===== src/rtl/lsu_access_ctrl.sv =====
// Load/store access controller: turns one B/H/W request into word-aligned byte-lane memory
// cycles. Optional macro LSU_MISALIGN_SPLIT_EN enables splitting of word-crossing accesses.
module lsu_access_ctrl #(
    parameter int DM_ADDRESS = 9,
    parameter int DATA_W     = 32
) (
    input  logic                  clk,
    input  logic                  reset,
    input  logic                  req_valid,
    output logic                  req_ready,
    input  logic                  MemRead,
    input  logic                  MemWrite,
    input  logic [2:0]            Funct3,
    input  logic [31:0]           addr,
    input  logic [DATA_W-1:0]     wdata,
    output logic                  busy,
    output logic                  done,
    output logic                  err,
    output logic [DATA_W-1:0]     ld_data,
    output logic [DM_ADDRESS-1:0] mem_addr,
    output logic [3:0]            mem_we,
    output logic [DATA_W-1:0]     mem_wd,
    input  logic [DATA_W-1:0]     mem_rd
);
`ifdef LSU_MISALIGN_SPLIT_EN
    localparam int PW = 2;
`else
    localparam int PW = 1;
`endif

    typedef enum logic [1:0] {IDLE, ACC1, ACC2, DONE} state_t;

    state_t                state_q;
    logic                  is_ld_q;
    logic                  err_q;
    logic [2:0]            f3_q;
    logic [DM_ADDRESS-1:0] addr_q;
    logic [31:0]           wdata_q;
    logic [31:0]           ld_data_q;

    logic                  accept;
    logic                  f3_legal;
    logic                  illegal;
    logic [1:0]            off;
    logic [3:0]            size_msk;
    logic [4*PW-1:0]       lane_msk;
    logic [32*PW-1:0]      wd_pair;
    logic [DM_ADDRESS-3:0] word_q;
    logic                  addr_unused;

    assign addr_unused = ^addr[31:DM_ADDRESS];

    function automatic logic [31:0] extract(input logic [63:0] pair, input logic [1:0] o,
                                            input logic [2:0] f3);
        logic [31:0] raw;
        raw = 32'(pair >> {o, 3'b000});
        case (f3)
            3'b000:  extract = {{24{raw[7]}}, raw[7:0]};
            3'b001:  extract = {{16{raw[15]}}, raw[15:0]};
            3'b100:  extract = {24'b0, raw[7:0]};
            3'b101:  extract = {16'b0, raw[15:0]};
            default: extract = raw;
        endcase
    endfunction

    always_comb begin
        f3_legal = 1'b0;
        case (Funct3)
            3'b000, 3'b001, 3'b010, 3'b100, 3'b101: f3_legal = 1'b1;
            default: f3_legal = 1'b0;
        endcase
    end

    assign accept = req_valid & req_ready & (MemRead | MemWrite);

`ifdef LSU_MISALIGN_SPLIT_EN
    logic [2:0]            sz;
    logic                  split;
    logic [31:0]           first_q;
    logic [DM_ADDRESS-3:0] word_nxt;

    assign illegal  = ~f3_legal | (~MemRead & Funct3[2]);
    assign sz       = (f3_q[1:0] == 2'b00) ? 3'd1 : (f3_q[1:0] == 2'b01) ? 3'd2 : 3'd4;
    assign split    = ({1'b0, off} + sz) > 3'd4;
    assign word_nxt = word_q + (DM_ADDRESS-2)'(1);
`else
    logic misalign;

    // Without splitting, only naturally aligned H/W accesses can be served in one word.
    assign misalign = ((Funct3[1:0] == 2'b01) & addr[0]) |
                      ((Funct3[1:0] == 2'b10) & (addr[1:0] != 2'b00));
    assign illegal  = ~f3_legal | (~MemRead & Funct3[2]) | misalign;
`endif

    assign off    = addr_q[1:0];
    assign word_q = addr_q[DM_ADDRESS-1:2];

    always_comb begin
        size_msk = 4'b1111;
        case (f3_q[1:0])
            2'b00:   size_msk = 4'b0001;
            2'b01:   size_msk = 4'b0011;
            default: size_msk = 4'b1111;
        endcase
    end

    // Upper half of the lane mask / data pair belongs to the second word of a split access.
    assign lane_msk = (4*PW)'(size_msk) << off;
    assign wd_pair  = (32*PW)'(wdata_q) << {off, 3'b000};

    always_comb begin
        mem_addr = '0;
        mem_we   = '0;
        mem_wd   = '0;
        case (state_q)
            ACC1: begin
                mem_addr = {word_q, 2'b00};
                if (!is_ld_q) begin
                    mem_we = lane_msk[3:0];
                    mem_wd = wd_pair[31:0];
                end
            end
`ifdef LSU_MISALIGN_SPLIT_EN
            ACC2: begin
                mem_addr = {word_nxt, 2'b00};
                if (!is_ld_q) begin
                    mem_we = lane_msk[7:4];
                    mem_wd = wd_pair[63:32];
                end
            end
`endif
            default: ;
        endcase
    end

    always_ff @(posedge clk or posedge reset) begin
        if (reset) begin
            state_q   <= IDLE;
            is_ld_q   <= 1'b0;
            err_q     <= 1'b0;
            f3_q      <= 3'b000;
            addr_q    <= '0;
            wdata_q   <= '0;
            ld_data_q <= '0;
`ifdef LSU_MISALIGN_SPLIT_EN
            first_q   <= '0;
`endif
        end else begin
            case (state_q)
                IDLE: begin
                    err_q <= 1'b0;
                    if (accept) begin
                        is_ld_q <= MemRead;
                        f3_q    <= Funct3;
                        addr_q  <= addr[DM_ADDRESS-1:0];
                        wdata_q <= wdata;
                        if (illegal) begin
                            err_q   <= 1'b1;
                            state_q <= DONE;
                        end else begin
                            state_q <= ACC1;
                        end
                    end
                end
                ACC1: begin
`ifdef LSU_MISALIGN_SPLIT_EN
                    if (split) begin
                        if (is_ld_q) first_q <= mem_rd;
                        state_q <= ACC2;
                    end else begin
                        if (is_ld_q) ld_data_q <= extract({32'b0, mem_rd}, off, f3_q);
                        state_q <= DONE;
                    end
`else
                    if (is_ld_q) ld_data_q <= extract({32'b0, mem_rd}, off, f3_q);
                    state_q <= DONE;
`endif
                end
`ifdef LSU_MISALIGN_SPLIT_EN
                ACC2: begin
                    if (is_ld_q) ld_data_q <= extract({mem_rd, first_q}, off, f3_q);
                    state_q <= DONE;
                end
`endif
                DONE: begin
                    err_q   <= 1'b0;
                    state_q <= IDLE;
                end
                default: state_q <= IDLE;
            endcase
        end
    end

    assign req_ready = (state_q == IDLE);
    assign busy      = (state_q != IDLE);
    assign done      = (state_q == DONE);
    assign err       = (state_q == DONE) & err_q;
    assign ld_data   = ld_data_q;

endmodule


===== config.mk =====
export PLATFORM = sky130hd
export DESIGN_NAME = lsu_access_ctrl
export DESIGN_NICKNAME = d
export VERILOG_FILES = /design/src/rtl/lsu_access_ctrl.sv
export SDC_FILE = /design/constraint.sdc
export NUM_CORES = 1
export LEC_CHECK = 0
export ABC_CLOCK_PERIOD_IN_PS = 3430
export CORE_ASPECT_RATIO = 1.2
export CORE_MARGIN = 4
export CORE_UTILIZATION = 43
export DETAILED_ROUTE_END_ITERATION = 8
export MAX_ROUTING_LAYER = met4
export PLACE_DENSITY = 0.82
export SYNTH_ARGS = -nofsm -noshare
export SYNTH_HDL_FRONTEND = slang
export SYNTH_SLANG_ARGS = --single-unit

===== constraint.sdc =====
create_clock -name clk -period 3.43 [get_ports clk]
set_input_delay 0.5145 -clock clk [delete_from_list [all_inputs] [get_ports clk]]
set_output_delay 0.5145 -clock clk [all_outputs]
set_load 0.01 [all_outputs]

[Word-level counts from Yosys, hierarchy flattened]
Index checks and enable logic that the tools add are counted.
W data, S select, Z words.
Storage, ports and cells
  register bits: 80
Cells by class
  multiplexer cells: 14
  reductions and logical operators: 10
  shifts and indexed selects: 3
  bitwise operators: 12
  equality and inequality tests: 13
Operators with widths (count)
  $pmux W32 S4: 1
  $mux W32: 2
  $shl A32 B5 Y32: 1
  $shr A32 B5 Y32: 1
  $eq A3 B3 Y1 const B: 4
  $mux W9: 1
  $mux W4: 2
  $pmux W4 S2: 1
  $and A1 B1 Y1: 6
  $eq A2 B1 Y1 const B: 3
  $eq A3 B1 Y1 const B: 2
  $logic_not A3 Y1: 2
  $reduce_bool A2 Y1: 3
  $reduce_or A5 Y1: 1
  $eq A2 B2 Y1 const B: 2
  $logic_not A2 Y1: 2
  $mux W2: 2
  $or A1 B1 Y1: 4
  $pmux W2 S2: 1
  $reduce_and A2 Y1: 2
  $shl A4 B2 Y4: 1
  $eq A3 B2 Y1 const B: 1
  $mux W1: 3
  $ne A2 B1 Y1 const B: 1
  2 further kinds: 3

[Longest topological paths before layout]
  word-level depth: 9
  depth in mapped cells: 8
  depth with buffers taken out: 6

[Least setup slack after synthesis]
Ideal clock, no wire load.
  path type: register to output
  start: register state_q[1]
  end: output port mem_wd[0]
  path slack: 1.317 ns
  data required time: 2.915 ns
  path buffers: 1
  data arrival time: 1.598 ns
  cell stages (with the launch flop): 8
  path through: dfrtp_1 -> inv_1 -> ha_1 -> nor2b_1 -> nand2b_1 -> clkbuf_1 -> nor2_1 -> and2_1
Between the ends
  word-level cells in the longest chain between the ends: 2
RTL lines
  from (decl): line 33  | state_t state_q;
  from (signal assigned): line 138  | state_q <= IDLE;
  from (signal assigned): line 159  | state_q <= DONE;
  from (signal assigned): line 161  | state_q <= ACC1;
  $eq A2 B1 Y1: line 115  | case (state_q)
  $mux W32: line 115
  to (decl): line 22  | output logic [DATA_W-1:0] mem_wd,
No other way between the ends.

[Final worst setup path]
  start: register state_q[1]
  end: output port mem_wd[16]
Same word-level chain as after synthesis.

==> impl_metrics.json <==
{
  "clock_tree_from_tritoncts": "yes",
  "setup_violators_final": 0,
  "max_cap_violations": 0,
  "worst_slew_pin_slew_ns": 0.930,
  "clock_insertion_delay_worst_skew_ns": 0.33,
  "overflow_after_grt": 0,
  "postSynthCellCount": 394,
  "postLayoutCellArea_um2": 6210,
  "min_from": "addr_q[2]",
  "place_area_um2": 5910,
  "power_per_cell_area_nw_per_um2": 936,
  "internal_power_summed_over_all_cells_mw": 3.68,
  "holdBufCountCts": 0,
  "dieArea_um2": 11500,
  "routed_wirelength_um": 12400,
  "drt.antenna.violating_nets": 0,
  "cts-resized-gates": 0,
  "netlist-cell-type-count": 34,
  "drt_first_iter_violations": 180,
  "area.growth.synth_to_final_pct": 46.5,
  "worst-setup-path-type": "flip-flop to output port",
  "cts_buffers": 9,
  "total_power_mw": 5.82,
  "hold_path_end": "addr_q[2]",
  "post-dp-hpwl_um": 9160,
  "fp.dieH_um": 117,
  "antenna_found_initial": 0,
  "sw_frac_of_total_pct": 36.8,
  "top_level_port_count": 185,
  "worstPathMaxFanout": 13,
  "clk_skew_ns": 0.00430,
  "seqPwrFrac_pct": 31.9,
  "crit_arrival_ns": 2.55,
  "routabilityCongestion": 0.894,
  "cts-root-to-sink-buffers": 2,
  "postSynthAreaPerCell_um2": 10.8,
  "setup_tns_ns": 0,
  "p_leak_nw": 2.54,
  "antennaDiodeCount": 0,
  "worst-endpoint-required_ns": 2.92,
  "fmax_mhz": 326,
  "r2r.worst_path.cells": 5,
  "clockPowerShare_pct": 16.6,
  "hold_path_depth": 1,
  "synth_area_leaders": "sky130_fd_sc_hd__dfrtp_1 (47%), sky130_fd_sc_hd__mux2_2 (14%), sky130_fd_sc_hd__mux2i_1 (7.8%), sky130_fd_sc_hd__a21oi_1 (3.9%), sky130_fd_sc_hd__nor2_1 (2.7%)",
  "yosys_warnings": 0,
  "num_vias": 3739,
  "timing.rr.start": "addr_q[0]",
  "crit_path_end_kind": "output port",
  "worst_setup_path_start_kind": "flip-flop",
  "routed_via_density": 5.57,
  "min_period_ns": 3.07,
  "synth-edff-count": 0,
  "grt_max_degree": 51,
  "r2r_end": "ld_data[8]",
  "placeableCoreArea_um2": 9560,
  "setup_repair_after_global_routing_missed_its_margin": "no",
  "timing_max_transition_violations_final": 0,
  "clockRootBuffer": "sky130_fd_sc_hd__clkbuf_16",
  "first_global_vias": 3803,
  "synth_seq_cells": 80,
  "syn-cell-area_um2": 4240,
  "post_cts.repair.setup_buffers": 0,
  "synth_largest_area_cell": "sky130_fd_sc_hd__dfrtp_1",
  "run_status": "finished clean",
  "cts_htree_levels": 3,
  "routedWlPerCell_um": 18.5,
  "timing_hold_violations_final": 0,
  "track_usage_pct": 22.3,
  "numClockSinks": 80,
  "power.ir.vdd_worst_v": 0.000450,
  "hold_path_class": "flip-flop to flip-flop",
  "power_switching_mw": 2.14,
  "synth.yosys.seq_area_share_pct": 47.2,
  "nNetsFinal": 650,
  "row_cnt": 39,
  "synth_top_area_share_pct": 47.2,
  "post_route_fraction_of_the_period_consumed_by_the_critical_path_pct": 89.4,
  "layout-drive-gt1-share_pct": 15.5,
  "async_flop_share_pct": 100,
  "reg2reg_slack_ns": 0.88,
  "cts.clk_slew.worst_paths_ns": 0.05,
  "max-slew-margin-rel_pct": 38.0,
  "final_core_util_pct": 65.0,
  "io_buffers": 159,
  "grt_first_pass_wirelength_um": 19500,
  "detailedRoute.firstPassIterationCount": 4,
  "power.combinational.fraction_pct": 51.5,
  "synth_flop_cell": "sky130_fd_sc_hd__dfrtp_1",
  "initial_core_util_pct": 44.3,
  "number_of_design_rule_violations_left_after_detail_routing": 0,
  "dieWidth_um": 98.7
}
stage by stage:
| stage | setup WS (ns) | hold slack [ns] | instances |
|---|---|---|---|
| after floorplan | 0.864 | 0.465 | 395 |
| after global placement | 0.573 | 0.481 | 655 |
| after detailed placement | 0.500 | 0.488 | 655 |
| after CTS | 0.118 | 0.501 | 671 |
| after global routing | 0.130 | 0.514 | 671 |
| final | 0.365 | 0.497 | 671 |
logic make-up (layout without fill, tap and decap cells):
family                     count (synthesis)  after routing  synth area share (%)
adders and majority gates                  3              3                 0.885
buffers and inverters                     36            189                  4.01
other                                      1              2                0.0884
DFF                                       80             80                  47.2
and+or+nand+nor                           93             93                  10.4
muxes                                     87             87                  22.7
AOI/OAI and AO/OA                         94             94                  14.7
cells in the final DEF (no fill, tap or decap):
cell                              instances
sky130_fd_sc_hd__dfrtp_1                 79
sky130_fd_sc_hd__a21oi_1                 33
sky130_fd_sc_hd__clkbuf_16                9
sky130_fd_sc_hd__and2_1                  17
sky130_fd_sc_hd__a221oi_1                 8
sky130_fd_sc_hd__buf_4                    9
sky130_fd_sc_hd__o21ai_2                  1
sky130_fd_sc_hd__a211oi_1                10
sky130_fd_sc_hd__nand2b_1                 5
sky130_fd_sc_hd__ha_1                     2
sky130_fd_sc_hd__o2bb2ai_1                1
sky130_fd_sc_hd__nor2b_1                 11
sky130_fd_sc_hd__nor4_1                   1
sky130_fd_sc_hd__nor2_1                  31
sky130_fd_sc_hd__nor3_1                   2
sky130_fd_sc_hd__ha_2                     1
sky130_fd_sc_hd__o21a_2                   1
sky130_fd_sc_hd__conb_1                   2
sky130_fd_sc_hd__bufinv_16                1
sky130_fd_sc_hd__a31oi_1                  1
sky130_fd_sc_hd__clkdlybuf4s50_1        159
sky130_fd_sc_hd__inv_1                    4
sky130_fd_sc_hd__o22a_1                   8
sky130_fd_sc_hd__o211ai_1                 1
sky130_fd_sc_hd__a22o_1                   8
sky130_fd_sc_hd__mux2i_1                 33
sky130_fd_sc_hd__and2_2                   1
sky130_fd_sc_hd__clkbuf_8                 2
sky130_fd_sc_hd__o21ai_0                 12
sky130_fd_sc_hd__o2bb2ai_2                1
sky130_fd_sc_hd__dfrtp_2                  1
sky130_fd_sc_hd__nand2_1                 24
sky130_fd_sc_hd__mux4_2                   2
sky130_fd_sc_hd__clkbuf_1                 2
sky130_fd_sc_hd__o22ai_1                  8
sky130_fd_sc_hd__a21oi_2                  1
sky130_fd_sc_hd__clkinv_2                 3
sky130_fd_sc_hd__or3_1                    1
sky130_fd_sc_hd__mux2_2                  52
sequential cells by signal (all words and copies together), names as in the netlist:
name     cells
err_q        1
ld_data     32
wdata_q     32
is_ld_q      1
f3_q         3
addr_q       9
state_q      2
per-layer routing:
| layer | routed length, um | vias up | GRT usage, % |
|---|---|---|---|
| met5 | 0 | - | - |
| met4 | 206 | 0 | 8.38 |
| met3 | 936 | 15 | 4.68 |
| met2 | 6330 | 170 | 38.7 |
| met1 | 4950 | 1839 | 25.6 |
| li1 | - | 1715 | - |
worst max path at each step:
stage                    start         end  slack, ns
finish              state_q[1]  mem_wd[16]       0.36
global route        state_q[1]   mem_wd[0]       0.13
CTS                 state_q[1]  mem_wd[16]       0.12
detailed placement  state_q[1]  mem_wd[16]       0.50
global placement    state_q[1]  mem_wd[16]       0.57
floorplan                reset   addr_q[0]       0.86
area by class of cell:
| class | instances | area (um2) |
|---|---|---|
| fillers | 783 | 3350 |
| multi-input cells | 279 | 2080 |
| flip-flops and latches | 80 | 2000 |
| repair buffers | 168 | 1660 |
| clock buffers | 13 | 260 |
| well taps | 123 | 154 |
| clock inverters | 3 | 40.0 |
| inverters | 5 | 20.0 |
synth_stat cells, types with 9 or more instances:
library cell / instances
sky130_fd_sc_hd__a211oi_1: 10
sky130_fd_sc_hd__a21oi_1: 33
sky130_fd_sc_hd__and2_1: 18
sky130_fd_sc_hd__buf_2: 16
sky130_fd_sc_hd__clkbuf_1: 9
sky130_fd_sc_hd__dfrtp_1: 80
sky130_fd_sc_hd__mux2_2: 52
sky130_fd_sc_hd__mux2i_1: 33
sky130_fd_sc_hd__nand2_1: 24
sky130_fd_sc_hd__nor2_1: 31
sky130_fd_sc_hd__nor2b_1: 11
sky130_fd_sc_hd__o21ai_0: 12
worst max-delay path, cell delays in order, from the launching register on:
cell	delay, ns
sky130_fd_sc_hd__dfrtp_1	0.37
sky130_fd_sc_hd__inv_1	0.10
sky130_fd_sc_hd__ha_2	0.31
sky130_fd_sc_hd__nor2b_1	0.24
sky130_fd_sc_hd__and2_2	0.31
sky130_fd_sc_hd__a221oi_1	0.11
sky130_fd_sc_hd__a21oi_1	0.20
sky130_fd_sc_hd__clkdlybuf4s50_1	0.58
power groups by stage:
| stage | registers, mW | clock network (mW) | logic, mW |
|---|---|---|---|
| after detailed placement | 1.87 | 0 | 2.99 |
| after global placement | 1.84 | 0 | 2.93 |
| after floorplan | 1.76 | 0 | 1.81 |
| after global routing | 1.93 | 1.02 | 3.26 |
| final | 1.86 | 0.964 | 3.00 |
| after CTS | 1.85 | 0.982 | 3.02 |
(Power assumes the default switching activity.)
